### config.mk
export PLATFORM = sky130hd
export DESIGN_NAME = round_decryptor
export DESIGN_NICKNAME = d
export VERILOG_FILES = /design/src/rtl/round_decryptor.sv
export SDC_FILE = /design/constraint.sdc
export NUM_CORES = 1
export LEC_CHECK = 0
export BUFFER_PORTS_ARGS = -buffer_cell sky130_fd_sc_hd__buf_2
export CORE_MARGIN = 5
export CORE_UTILIZATION = 40
export CTS_CLUSTER_SIZE = 25
export DETAILED_ROUTE_END_ITERATION = 8
export REMOVE_ABC_BUFFERS = 1
export SETUP_SLACK_MARGIN = 0.5
export SYNTH_ARGS = -nofsm -noshare
export SYNTH_HDL_FRONTEND = slang
export SYNTH_SLANG_ARGS = --single-unit
### constraint.sdc
create_clock -name clk -period 5.3 [get_ports clk]
set_clock_uncertainty 0.1 [all_clocks]
set_input_delay 0.265 -clock clk [delete_from_list [all_inputs] [get_ports clk]]
set_output_delay 0.265 -clock clk [all_outputs]
set_load 0.005 [all_outputs]
### src/rtl/round_decryptor.sv
// Iterative 8-bit, 10-round block decryptor: applies round keys k10..k1, one per clock, then strips k0.
// Optional ROUND_DEC_ENC_MODE_EN adds a mode port selecting the forward (encrypt) datapath.
module round_decryptor (
  input  logic       clk,
  input  logic       rst_n,
  input  logic       in_valid,
  output logic       in_ready,
  input  logic [7:0] din,
  input  logic [7:0] in_key,
  output logic       out_valid,
  input  logic       out_ready,
  output logic [7:0] dout
`ifdef ROUND_DEC_ENC_MODE_EN
  ,
  input  logic       mode
`endif
);

  typedef enum logic [1:0] {IDLE, RUN, DONE} state_t;

  state_t     state_q, state_d;
  logic [7:0] key_q, key_d;
  logic [7:0] s_q, s_d;
  logic [3:0] round_q, round_d;
  logic [7:0] dout_q, dout_d;
  logic       enc_q;

  function automatic logic [7:0] rotl1(input logic [7:0] x);
    return {x[6:0], x[7]};
  endfunction

  function automatic logic [7:0] rotr1(input logic [7:0] x);
    return {x[0], x[7:1]};
  endfunction

  // Round key schedule, derived on the fly from the latched master key.
  function automatic logic [7:0] rkey(input logic [7:0] k, input logic [3:0] r);
    case (r)
      4'd1:    rkey = rotl1(k);
      4'd2:    rkey = k ^ 8'hAA;
      4'd3:    rkey = rotr1(k);
      4'd4:    rkey = ~k;
      4'd5:    rkey = k + 8'h1F;
      4'd6:    rkey = k - 8'h1F;
      4'd7:    rkey = {k[3:0], k[7:4]};
      4'd8:    rkey = k ^ 8'h55;
      4'd9:    rkey = {k[5:0], k[7:6]};
      4'd10:   rkey = rotl1(k);
      default: rkey = k;
    endcase
  endfunction

  assign in_ready  = (state_q == IDLE);
  assign out_valid = (state_q == DONE);
  assign dout      = dout_q;

  always_ff @(posedge clk or negedge rst_n) begin
    if (!rst_n) begin
      state_q <= IDLE;
      key_q   <= 8'h00;
      s_q     <= 8'h00;
      round_q <= 4'd0;
      dout_q  <= 8'h00;
    end else begin
      state_q <= state_d;
      key_q   <= key_d;
      s_q     <= s_d;
      round_q <= round_d;
      dout_q  <= dout_d;
    end
  end

`ifdef ROUND_DEC_ENC_MODE_EN
  always_ff @(posedge clk or negedge rst_n) begin
    if (!rst_n)                         enc_q <= 1'b0;
    else if (state_q == IDLE && in_valid) enc_q <= mode;
  end
`else
  assign enc_q = 1'b0;
`endif

  always_comb begin
    logic [3:0] idx;
    logic [7:0] rk;
    logic [7:0] step;
    state_d = state_q;
    key_d   = key_q;
    s_d     = s_q;
    round_d = round_q;
    dout_d  = dout_q;
    idx     = 4'd0;
    rk      = 8'h00;
    step    = 8'h00;
    case (state_q)
      IDLE: begin
        if (in_valid) begin
          key_d   = in_key;
          s_d     = din;
`ifdef ROUND_DEC_ENC_MODE_EN
          if (mode) s_d = din ^ in_key;
`endif
          round_d = 4'd10;
          state_d = RUN;
        end
      end
      RUN: begin
        if (round_q == 4'd0 || round_q > 4'd10) begin
          state_d = IDLE;
          round_d = 4'd0;
        end else begin
          // Encrypt walks keys upward while the counter still counts down.
          idx     = enc_q ? (4'd11 - round_q) : round_q;
          rk      = rkey(key_q, idx);
          step    = enc_q ? (rotl1(s_q) + rk) : rotr1(s_q - rk);
          s_d     = step;
          round_d = round_q - 4'd1;
          if (round_q == 4'd1) begin
            dout_d  = enc_q ? step : (step ^ key_q);
            state_d = DONE;
          end
        end
      end
      DONE: begin
        if (out_ready) state_d = IDLE;
      end
      default: state_d = IDLE;
    endcase
  end

endmodule

**After elaboration in Yosys (flattened, before gate mapping)**

Cells that the tools add are included.
W data, S select, Z words.

- Logic and storage cells: 55
- Register bits: 30
- Input port bits: 20

- $add $sub $neg: 4
- Equality and inequality tests: 16
- Multiplexer cells: 14
- $lt $le $gt $ge: 1
- Reductions and logical operators: 10
- Bitwise gates (word level): 5

Operators by type and width:

| operator | count |
|---|---|
| $pmux W8 S9 | 1 |
| $mux W8 | 4 |
| $eq A4 B3 Y1 const B | 4 |
| $pmux W8 S2 | 1 |
| $eq A4 B4 Y1 const B | 3 |
| $reduce_and A3 Y1 | 3 |
| $add A8 B5 Y8 const B | 1 |
| $eq A4 B2 Y1 const B | 2 |
| $mux W2 | 4 |
| $mux W4 | 2 |
| $not A4 Y4 | 2 |
| $not A8 Y8 | 1 |
| $pmux W4 S2 | 1 |
| $sub A8 B5 Y8 const B | 1 |
| $sub A8 B8 Y8 | 1 |
| $xor A8 B8 Y8 | 1 |
| $pmux W2 S3 | 1 |
| $eq A4 B1 Y1 const B | 1 |
| $gt A4 B4 Y1 const B | 1 |
| $logic_not A4 Y1 | 1 |
| $ne A2 B2 Y1 const B | 2 |
| $reduce_and A2 Y1 | 2 |
| $sub A4 B1 Y4 const B | 1 |
| $ne A3 B3 Y1 const B | 1 |
| 8 further kinds | 8 |

**Longest topological paths before layout**

Gate-level depths: netlist of the first run.

- Depth after elaboration: 8
- Depth in mapped cells: 18
- Gate-level depth less buffers: 18

**Least setup slack after synthesis of the first run**

Ideal clock, no wire load.

- Kind: reg-to-reg
- Start point: register round_q[0]
- End point: register dout_q[6], in the netlist dout[6]
- Stages on the path, launching flop included: 18
- Path buffers: 0
- Setup slack: 1.702 ns
- Data required time: 5.068 ns
- Library setup time: 0.132 ns
- Arrival: 3.366 ns
- Period minus slack after synthesis: 3.598 ns
- Path through: dfrtp_1 inv_1 ha_1 nand3b_1 ha_1 a21oi_1 nand2_1 a21o_1 a21oi_1 xnor2_1 a211oi_1 ha_1 or2_2 a21oi_1 a21oi_1 xnor2_1 xor2_1 o21ai_1

- Longest elaborated chain between the ends: 7
- Elaborated cells between the ends (all ways): 21
- Those cells by class: 1 x add/sub; 1 x order compare; 10 x eq/ne; 3 x mux; 2 x bitwise; 4 x reduce/logical

RTL lines:

| what | RTL line | source |
|---|---|---|
| from (decl) | 24 | `logic [3:0] round_q, round_d;` |
| from (signal assigned) | 68 | `round_q <= round_d;` |
| $eq A4 B1 Y1 or $eq A4 B4 Y1 (tied branches) | 38, 117 |  |
| $reduce_or A2 Y1 (no line) | - |  |
| $pmux W8 S9 | 38 | `case (r)` |
| $mux W8 | 107 | `if (round_q == 4'd0 \|\| round_q > 4'd10) begin` |
| $mux W8 | 94 | `case (state_q)` |
| $sub A8 B8 Y8 | 114 | `step = enc_q ? (rotl1(s_q) + rk) : rotr1(s_q - rk);` |
| $xor A8 B8 Y8 | 118 | `dout_d = enc_q ? step : (step ^ key_q);` |
| to (signal assigned) | 69 | `dout_q <= dout_d;` |
| to (decl) | 25 | `logic [7:0] dout_q, dout_d;` |

Several ways; a longest one is shown, not always the timed one. The select of a mux whose other input is x is not followed.
A chain may end at the register's enable or synchronous reset.

**Worst setup path in the final report of the first run**

- Start point: register round_q[2]
- End point: register dout_q[6], in the netlist dout[6]

Same word-level chain as after synthesis.

==> load_flow_metrics.sql, run 1 <==
INSERT INTO impl_metrics (metric_group, metric, value, unit) VALUES
('outcome', 'outcome', 'complete, no violations', ''),
('floorplan', 'fp.dieArea', '7920', 'µm²'),
('floorplan', 'rows', '28', ''),
('global_routing', 'number_of_global_route_vias_before_repair', '2189', ''),
('cts', 'ctsHtreeMaxLevel', '2', ''),
('final_layout', 'finish.net_count', '351', ''),
('drt', 'num_vias', '2185', ''),
('synth', 'synth-seq-cells', '30', ''),
('run', 'cap_viol_max_count', '0', ''),
('sta', 'fin_setup_tns', '0', 'ns'),
('hold_path', 'hold-path-endpoint', 'state_q[1]', ''),
('placement', 'routabilityCongestion', '0.853', ''),
('global_routing', 'met3_usage', '0.0323', ''),
('cts', 'cts_post_setup_buffers_inserted', '0', ''),
('synth', 'ys_warn_count', '0', ''),
('global_routing', 'overflow', '0', ''),
('floorplan', 'pin_count', '30', ''),
('floorplan', 'die-height', '89.0', 'µm'),
('cts', 'cts_sinks', '30', ''),
('synth', 'yosys.area_share.simple', '0.149', ''),
('cts', 'numCtsBuffers', '5', ''),
('sta', 'max-slew-margin-rel', '0.398', ''),
('worst_setup_path', 'critical_path.reg2reg.endpoint', 'dout[6]', ''),
('worst_setup_path', 'worstPathMaxFanout', '24', ''),
('hold_path', 'hold_path_depth', '2', ''),
('synth', 'yosysMostFrequentCell', 'sky130_fd_sc_hd__dfrtp_1', ''),
('synth', 'average_cell_area_after_synthesis', '8.55', 'µm²'),
('synth', 'yosysUniqueCellTypes', '49', ''),
('sta', 'hold_viol_final', '0', ''),
('final_layout', 'finalNonFillerCells', '386', ''),
('final_layout', 'diodes', '0', ''),
('drt', 'vias_per_cell', '5.66', ''),
('worst_setup_path', 'rrSetupSlack', '0.86', 'ns'),
('placement', 'place.port_buffers', '29', ''),
('synth', 'largest_family_of_logic_cells_by_synthesized_area', 'compound AO/OA/AOI/OAI gates', ''),
('sta', 'period_share', '0.837', ''),
('global_routing', 'grt_first_pass_wirelength', '11.2', 'mm'),
('global_routing', 'pin_count_of_the_biggest_net_entering_global_routing', '31', ''),
('drt', 'finalWirelength', '6.55', 'mm'),
('final_layout', 'layout-area-overhead-vs-synth', '11.0', '%'),
('drt', 'detail_route.iter0.violations', '118', ''),
('drt', 'detail-route-antenna-nets', '0', ''),
('synth', 'post_synth_xor_area_fraction', '0.0701', ''),
('global_routing', 'grtUsageTotal', '0.180', ''),
('floorplan', 'die-width', '89.0', 'µm'),
('synth', 'synth_top_flop_cell', 'sky130_fd_sc_hd__dfrtp_1', ''),
('worst_setup_path', 'timing.reg2reg.worst_path_depth', '15', ''),
('drt', 'remaining_routing_drc_violations', '0', ''),
('synth', 'synthTopCellsByArea', 'sky130_fd_sc_hd__dfrtp_1 (30%), sky130_fd_sc_hd__ha_1 (9.5%), sky130_fd_sc_hd__o21ai_0 (5.4%)', ''),
('placement', 'place.detailed.hpwl', '4.66', 'mm'),
('synth', 'async_sr_flop_fraction', '1.00', ''),
('cts', 'clock_tree_from_tritoncts', 'done', ''),
('worst_setup_path', 'worst-setup-path-type', 'reg -> reg', ''),
('sta', 'rsz_0062_raised_after_global_routing', 'false', ''),
('worst_setup_path', 'cp.required', '5.35', 'ns'),
('floorplan', 'floorplan.core_area', '5990', 'µm²'),
('cts', 'clk_root_buffer_cell', 'sky130_fd_sc_hd__clkbuf_8', ''),
('synth', 'synth-compound-area-share', '0.253', ''),
('cts', 'latest_clock_arrival_within_the_worst_skew_pair', '0.28', 'ns'),
('worst_setup_path', 'arrival', '4.49', 'ns'),
('synth', 'synth_edf_count', '0', ''),
('sta', 'minimum_period_implied_by_the_final_worst_setup_slack', '4.44', 'ns'),
('worst_setup_path', 'startpoint_type', 'register', ''),
('global_routing', 'grt_use_met2', '0.294', ''),
('worst_setup_path', 'crit_path_end_kind', 'register', ''),
('cts', 'clock_slew_seen_by_the_registers_of_the_worst_setup_and_hold_paths', '0.07', 'ns'),
('global_routing', 'grt_most_used_layer', 'met2', ''),
('synth', 'synth_largest_type_area_fraction', '0.301', ''),
('sta', 'setup_viol', '0', ''),
('final_layout', 'final_layout_size_suffix_gt1_frac', '0.164', ''),
('synth', 'yosys-mux-area-fraction', '0.0676', '');
placed cells by master (no fill, tap or decap), drive strengths merged, types with 4 or more instances in the layout:
| cell | n |
|---|---|
| inv | 11 |
| nor2 | 16 |
| mux2i | 9 |
| a221oi | 4 |
| a21o | 6 |
| nor3 | 4 |
| a31oi | 5 |
| nor2b | 6 |
| o21ai | 29 |
| mux2 | 7 |
| ha | 19 |
| xor2 | 8 |
| clkbuf | 6 |
| nand2 | 29 |
| dfrtp | 30 |
| a21oi | 19 |
| xnor2 | 12 |
| nand3 | 5 |
| a211oi | 7 |
| buf | 30 |
| nand2b | 7 |
how the worst max path moves through the flow:
stage | endpoint | cells after the start | startpoint
2_1_floorplan | dout[6] | 17 | round_q[0]
3_3_place_gp | s_q[6] | 17 | round_q[0]
3_5_place_dp | dout[6] | 17 | round_q[0]
4_1_cts | dout[6] | 17 | round_q[0]
5_1_grt | dout[6] | 15 | round_q[2]
6_report | dout[6] | 15 | round_q[2]
sequential cells by signal, indices dropped and copies added, names as in the netlist:
register,count
dout,8
key_q,8
s_q,8
round_q,4
state_q,2
logic make-up (layout without fill, tap and decap cells):
family | after synthesis | after routing
adders and majority gates | 21 | 21
xor gates and xnor gates | 20 | 20
DFF | 30 | 30
muxes | 16 | 16
and+or+nand+nor | 78 | 78
buffers and inverters | 31 | 50
AOI/OAI and AO/OA | 96 | 96
layer usage:
metal | share of wire | vias to the layer above
met5 | 0 | -
met2 | 0.47 | 57
met3 | 0.055 | 2
met4 | 0.0026 | 0
li1 | - | 1093
met1 | 0.47 | 1033
final cells by class:
class                      instances  area, µm²
tap                               75       93.8
clock buffer                       6       82.6
sequential                        30        751
clock inverter                     2       12.5
fill                             582       3220
timing repair buffer              31        163
multi-input combinational        231       1630
inverter                          11       41.3
per-stage QoR:
step	worst slack (ns)	hold WS, ns	cell area, µm²	utilization
after floorplan	1.46	-0.131	2420	-
after global placement	0.845	0.242	2660	0.445
after detailed placement	0.829	0.245	2660	0.445
after CTS	0.783	0.0584	2770	0.462
after global routing	0.569	0.0741	2770	0.463
final	0.863	0.0574	2770	0.463
worst max-delay path: stages (launching register included):
cell and delay (ns):
sky130_fd_sc_hd__dfrtp_1 0.88, sky130_fd_sc_hd__nand3b_1 0.45, sky130_fd_sc_hd__ha_1 0.45, sky130_fd_sc_hd__a21oi_1 0.19, sky130_fd_sc_hd__nand2_1 0.12, sky130_fd_sc_hd__a21o_1 0.18, sky130_fd_sc_hd__a21oi_1 0.17, sky130_fd_sc_hd__xnor2_1 0.10
sky130_fd_sc_hd__a211oi_1 0.28, sky130_fd_sc_hd__ha_1 0.32, sky130_fd_sc_hd__or2_2 0.30, sky130_fd_sc_hd__a21oi_1 0.16, sky130_fd_sc_hd__a21oi_1 0.08, sky130_fd_sc_hd__xnor2_1 0.25, sky130_fd_sc_hd__xor2_1 0.18, sky130_fd_sc_hd__o21ai_1 0.07
repair_timing:
item,CTS,global route
resized for setup,0,1
endpoints found under the hold margin,30,0
setup endpoints to repair,0,1
hold buffers,1,0
Power of run 1 is not shown: default switching activity piles up to over one toggle a cycle in this logic, so the estimate is an artifact.
==> run 2, diff against run 1 <==
==> constraint.sdc (replaced) <==
create_clock -name clk -period 4.4 [get_ports clk]
set_clock_uncertainty 0.1 [all_clocks]
set_input_delay 0.22 -clock clk [delete_from_list [all_inputs] [get_ports clk]]
set_output_delay 0.22 -clock clk [all_outputs]
set_load 0.005 [all_outputs]
==> run 2 against run 1 <==
Against the previous run: global-route usage decreased by 0.11 points; routed wire length up 5.8%; clock-buffer cell count up 1; sequential cell count stayed put; final cell count increased by 4.7%; hold slack worse by 0.044 ns; first-iteration DRC count up 35%; worst setup slack worse by 0.29 ns; maximum frequency up 16%; critical endpoint unchanged; largest cell class unchanged.
==> load_flow_metrics.sql, run 2 (same netlist as run 1, synthesis figures left out) <==
INSERT INTO impl_metrics (metric_group, metric, value, unit) VALUES
('cts', 'numCtsBuffers', '5', ''),
('placement', 'routabilityCongestion', '0.916', ''),
('floorplan', 'rows', '28', ''),
('global_routing', 'pin_count_of_the_biggest_net_entering_global_routing', '31', ''),
('final_layout', 'finish.net_count', '369', ''),
('cts', 'cts_sinks', '30', ''),
('drt', 'vias_per_cell', '5.76', ''),
('worst_setup_path', 'rrSetupSlack', '0.57', 'ns'),
('sta', 'rsz_0062_raised_after_global_routing', 'true', ''),
('global_routing', 'grtUsageTotal', '0.179', ''),
('global_routing', 'number_of_antenna_violations_at_the_first_check_in_global_routing', '0', ''),
('worst_setup_path', 'critical_path.reg2reg.endpoint', 'dout[6]', ''),
('final_layout', 'leading_cell_types_in_the_layout_fill_and_taps_excluded', 'sky130_fd_sc_hd__buf_2 (29), sky130_fd_sc_hd__nand2_1 (28), sky130_fd_sc_hd__dfrtp_1 (28)', ''),
('floorplan', 'floorplan.core_area', '5990', 'µm²'),
('global_routing', 'grt_first_pass_wirelength', '11.0', 'mm'),
('sta', 'period_share', '0.870', ''),
('cts', 'latest_clock_arrival_within_the_worst_skew_pair', '0.29', 'ns'),
('sta', 'tightest_slew', '0.976', 'ns'),
('floorplan', 'pin_count', '30', ''),
('floorplan', 'die-width', '89.0', 'µm'),
('drt', 'detail_route.iter0.violations', '159', ''),
('worst_setup_path', 'startpoint_type', 'register', ''),
('worst_setup_path', 'cp.required', '4.44', 'ns'),
('cts', 'cts_buffer_depth', '2', ''),
('global_routing', 'number_of_global_route_vias_before_repair', '2182', ''),
('drt', 'detailed_routing_iterations_pass_1', '5', ''),
('global_routing', 'overflow', '0', ''),
('run', 'cap_viol_max_count', '0', ''),
('cts', 'clock_tree_from_tritoncts', 'done', ''),
('placement', 'place.detailed.hpwl', '4.85', 'mm'),
('drt', 'finalWirelength', '6.93', 'mm'),
('sta', 'max-slew-margin-rel', '0.347', ''),
('sta', 'fin_setup_tns', '0', 'ns'),
('floorplan', 'effective_utilization_at_floorplan', '0.417', ''),
('cts', 'ctsHtreeMaxLevel', '2', ''),
('drt', 'detail-route-antenna-nets', '0', ''),
('worst_setup_path', 'crit_path_end_kind', 'register', ''),
('worst_setup_path', 'setup.worst_path.start', 'round_q[0]', ''),
('cts', 'clock_slew_seen_by_the_registers_of_the_worst_setup_and_hold_paths', '0.07', 'ns'),
('drt', 'num_vias', '2328', ''),
('placement', 'place.port_buffers', '29', ''),
('final_layout', 'diodes', '0', ''),
('outcome', 'outcome', 'complete, no violations', ''),
('drt', 'remaining_routing_drc_violations', '0', ''),
('hold_path', 'hold_path_class', 'in -> reg', ''),
('final_layout', 'layout-area-overhead-vs-synth', '19.7', '%'),
('worst_setup_path', 'timing.reg2reg.worst_path_depth', '17', ''),
('final_layout', 'final_layout_size_suffix_gt1_frac', '0.274', ''),
('worst_setup_path', 'worst-setup-path-type', 'reg -> reg', ''),
('sta', 'hold_viol_final', '0', ''),
('floorplan', 'fp.dieArea', '7920', 'µm²'),
('sta', 'minimum_period_implied_by_the_final_worst_setup_slack', '3.83', 'ns'),
('sta', 'timing.final.max_slew_violations', '0', ''),
('floorplan', 'die-height', '89.0', 'µm'),
('sta', 'setup_viol', '0', ''),
('worst_setup_path', 'worstSetupEndpoint', 'dout[6]', ''),
('worst_setup_path', 'arrival', '3.87', 'ns'),
('worst_setup_path', 'worstPathMaxFanout', '5', ''),
('final_layout', 'mostFrequentLayoutCell', 'sky130_fd_sc_hd__buf_2', ''),
('cts', 'clk_root_buffer_cell', 'sky130_fd_sc_hd__clkbuf_8', ''),
('drt', 'drt-wirelength-per-cell', '17.1', 'µm'),
('sta', 'maximum_clock_frequency', '261', 'MHz'),
('worst_setup_path', 'worstReg2RegStart', 'round_q[0]', '');
==> run 2: cell count changes in the layout (fill, tap and decap cells not counted), moves of 3 or more <==
cell                      before  now
sky130_fd_sc_hd__buf_4         1   18
sky130_fd_sc_hd__ha_1         18   14
sky130_fd_sc_hd__a21oi_1      19   16
sky130_fd_sc_hd__a21oi_2       0    3
sky130_fd_sc_hd__ha_2          1    4
sky130_fd_sc_hd__inv_1        11    8
sky130_fd_sc_hd__inv_2         0    3
sky130_fd_sc_hd__o21ai_0      27   24
sky130_fd_sc_hd__o21ai_1       1    4
==> run 2: routing by layer <==
metal / share of wire / up-vias / track usage
li1: - / 1128 / -
met1: 0.43 / 1086 / 0.243
met2: 0.48 / 100 / 0.294
met3: 0.071 / 14 / 0.0341
met4: 0.016 / 0 / 0.0460
met5: 0 / - / 0
==> run 2: final cells by class <==
class	count	area, µm²
fillers	576	3000
multi-input cells	231	1710
flip-flops and latches	30	753
repair buffers	49	302
well taps	75	93.8
clock buffers	7	86.3
inverters	11	41.3
clock inverters	1	5.00
==> run 2: critical path, stage by stage, from the launching register on <==
cell,delay (ns)
sky130_fd_sc_hd__dfrtp_2,0.42
sky130_fd_sc_hd__inv_2,0.09
sky130_fd_sc_hd__ha_2,0.19
sky130_fd_sc_hd__nand3b_1,0.23
sky130_fd_sc_hd__ha_1,0.40
sky130_fd_sc_hd__a21oi_1,0.21
sky130_fd_sc_hd__nand2_2,0.10
sky130_fd_sc_hd__a21o_1,0.20
sky130_fd_sc_hd__a21oi_2,0.14
sky130_fd_sc_hd__xnor2_1,0.09
sky130_fd_sc_hd__a211oi_2,0.28
sky130_fd_sc_hd__ha_4,0.26
sky130_fd_sc_hd__or2_2,0.31
sky130_fd_sc_hd__a21oi_2,0.17
sky130_fd_sc_hd__a21oi_1,0.07
sky130_fd_sc_hd__xnor2_1,0.21
sky130_fd_sc_hd__xor2_1,0.16
sky130_fd_sc_hd__o21ai_1,0.07
==> run 2: worst min-delay path by stage <==
stage                     startpoint    endpoint  slack, ns  cells after the start
after floorplan                rst_n     dout[0]      -0.18                      0
after global placement         rst_n     dout[3]       0.20                      1
after detailed placement       rst_n     dout[2]       0.20                      1
after CTS                  out_ready  state_q[1]       0.01                      2
after global routing       out_ready  state_q[1]       0.03                      2
final                      out_ready  state_q[1]       0.01                      2
==> run 2: stage by stage <==
| stage | area [µm²] | util | setup WS [ns] | std cells | hold WS (ns) |
|---|---|---|---|---|---|
| 6_report | 2990 | 0.499 | 0.572 | 404 | 0.0138 |
| 5_1_grt | 2990 | 0.499 | 0.366 | 404 | 0.0304 |
| 4_1_cts | 2840 | 0.474 | 0.487 | 396 | 0.0121 |
| 3_5_place_dp | 2720 | 0.455 | 0.433 | 385 | 0.202 |
| 3_3_place_gp | 2720 | 0.455 | 0.505 | 385 | 0.199 |
| 2_1_floorplan | 2420 | - | 0.560 | 272 | -0.176 |
==> run 2: repair_timing <==
item	in CTS	in global routing
buffers inserted	2	8
hold endpoints to repair	30	0
pin swaps	1	8
endpoints found under the setup margin	3	8
resized for setup	1	26
hold buffers	1	0
Power of run 2 is left out for the same reason.
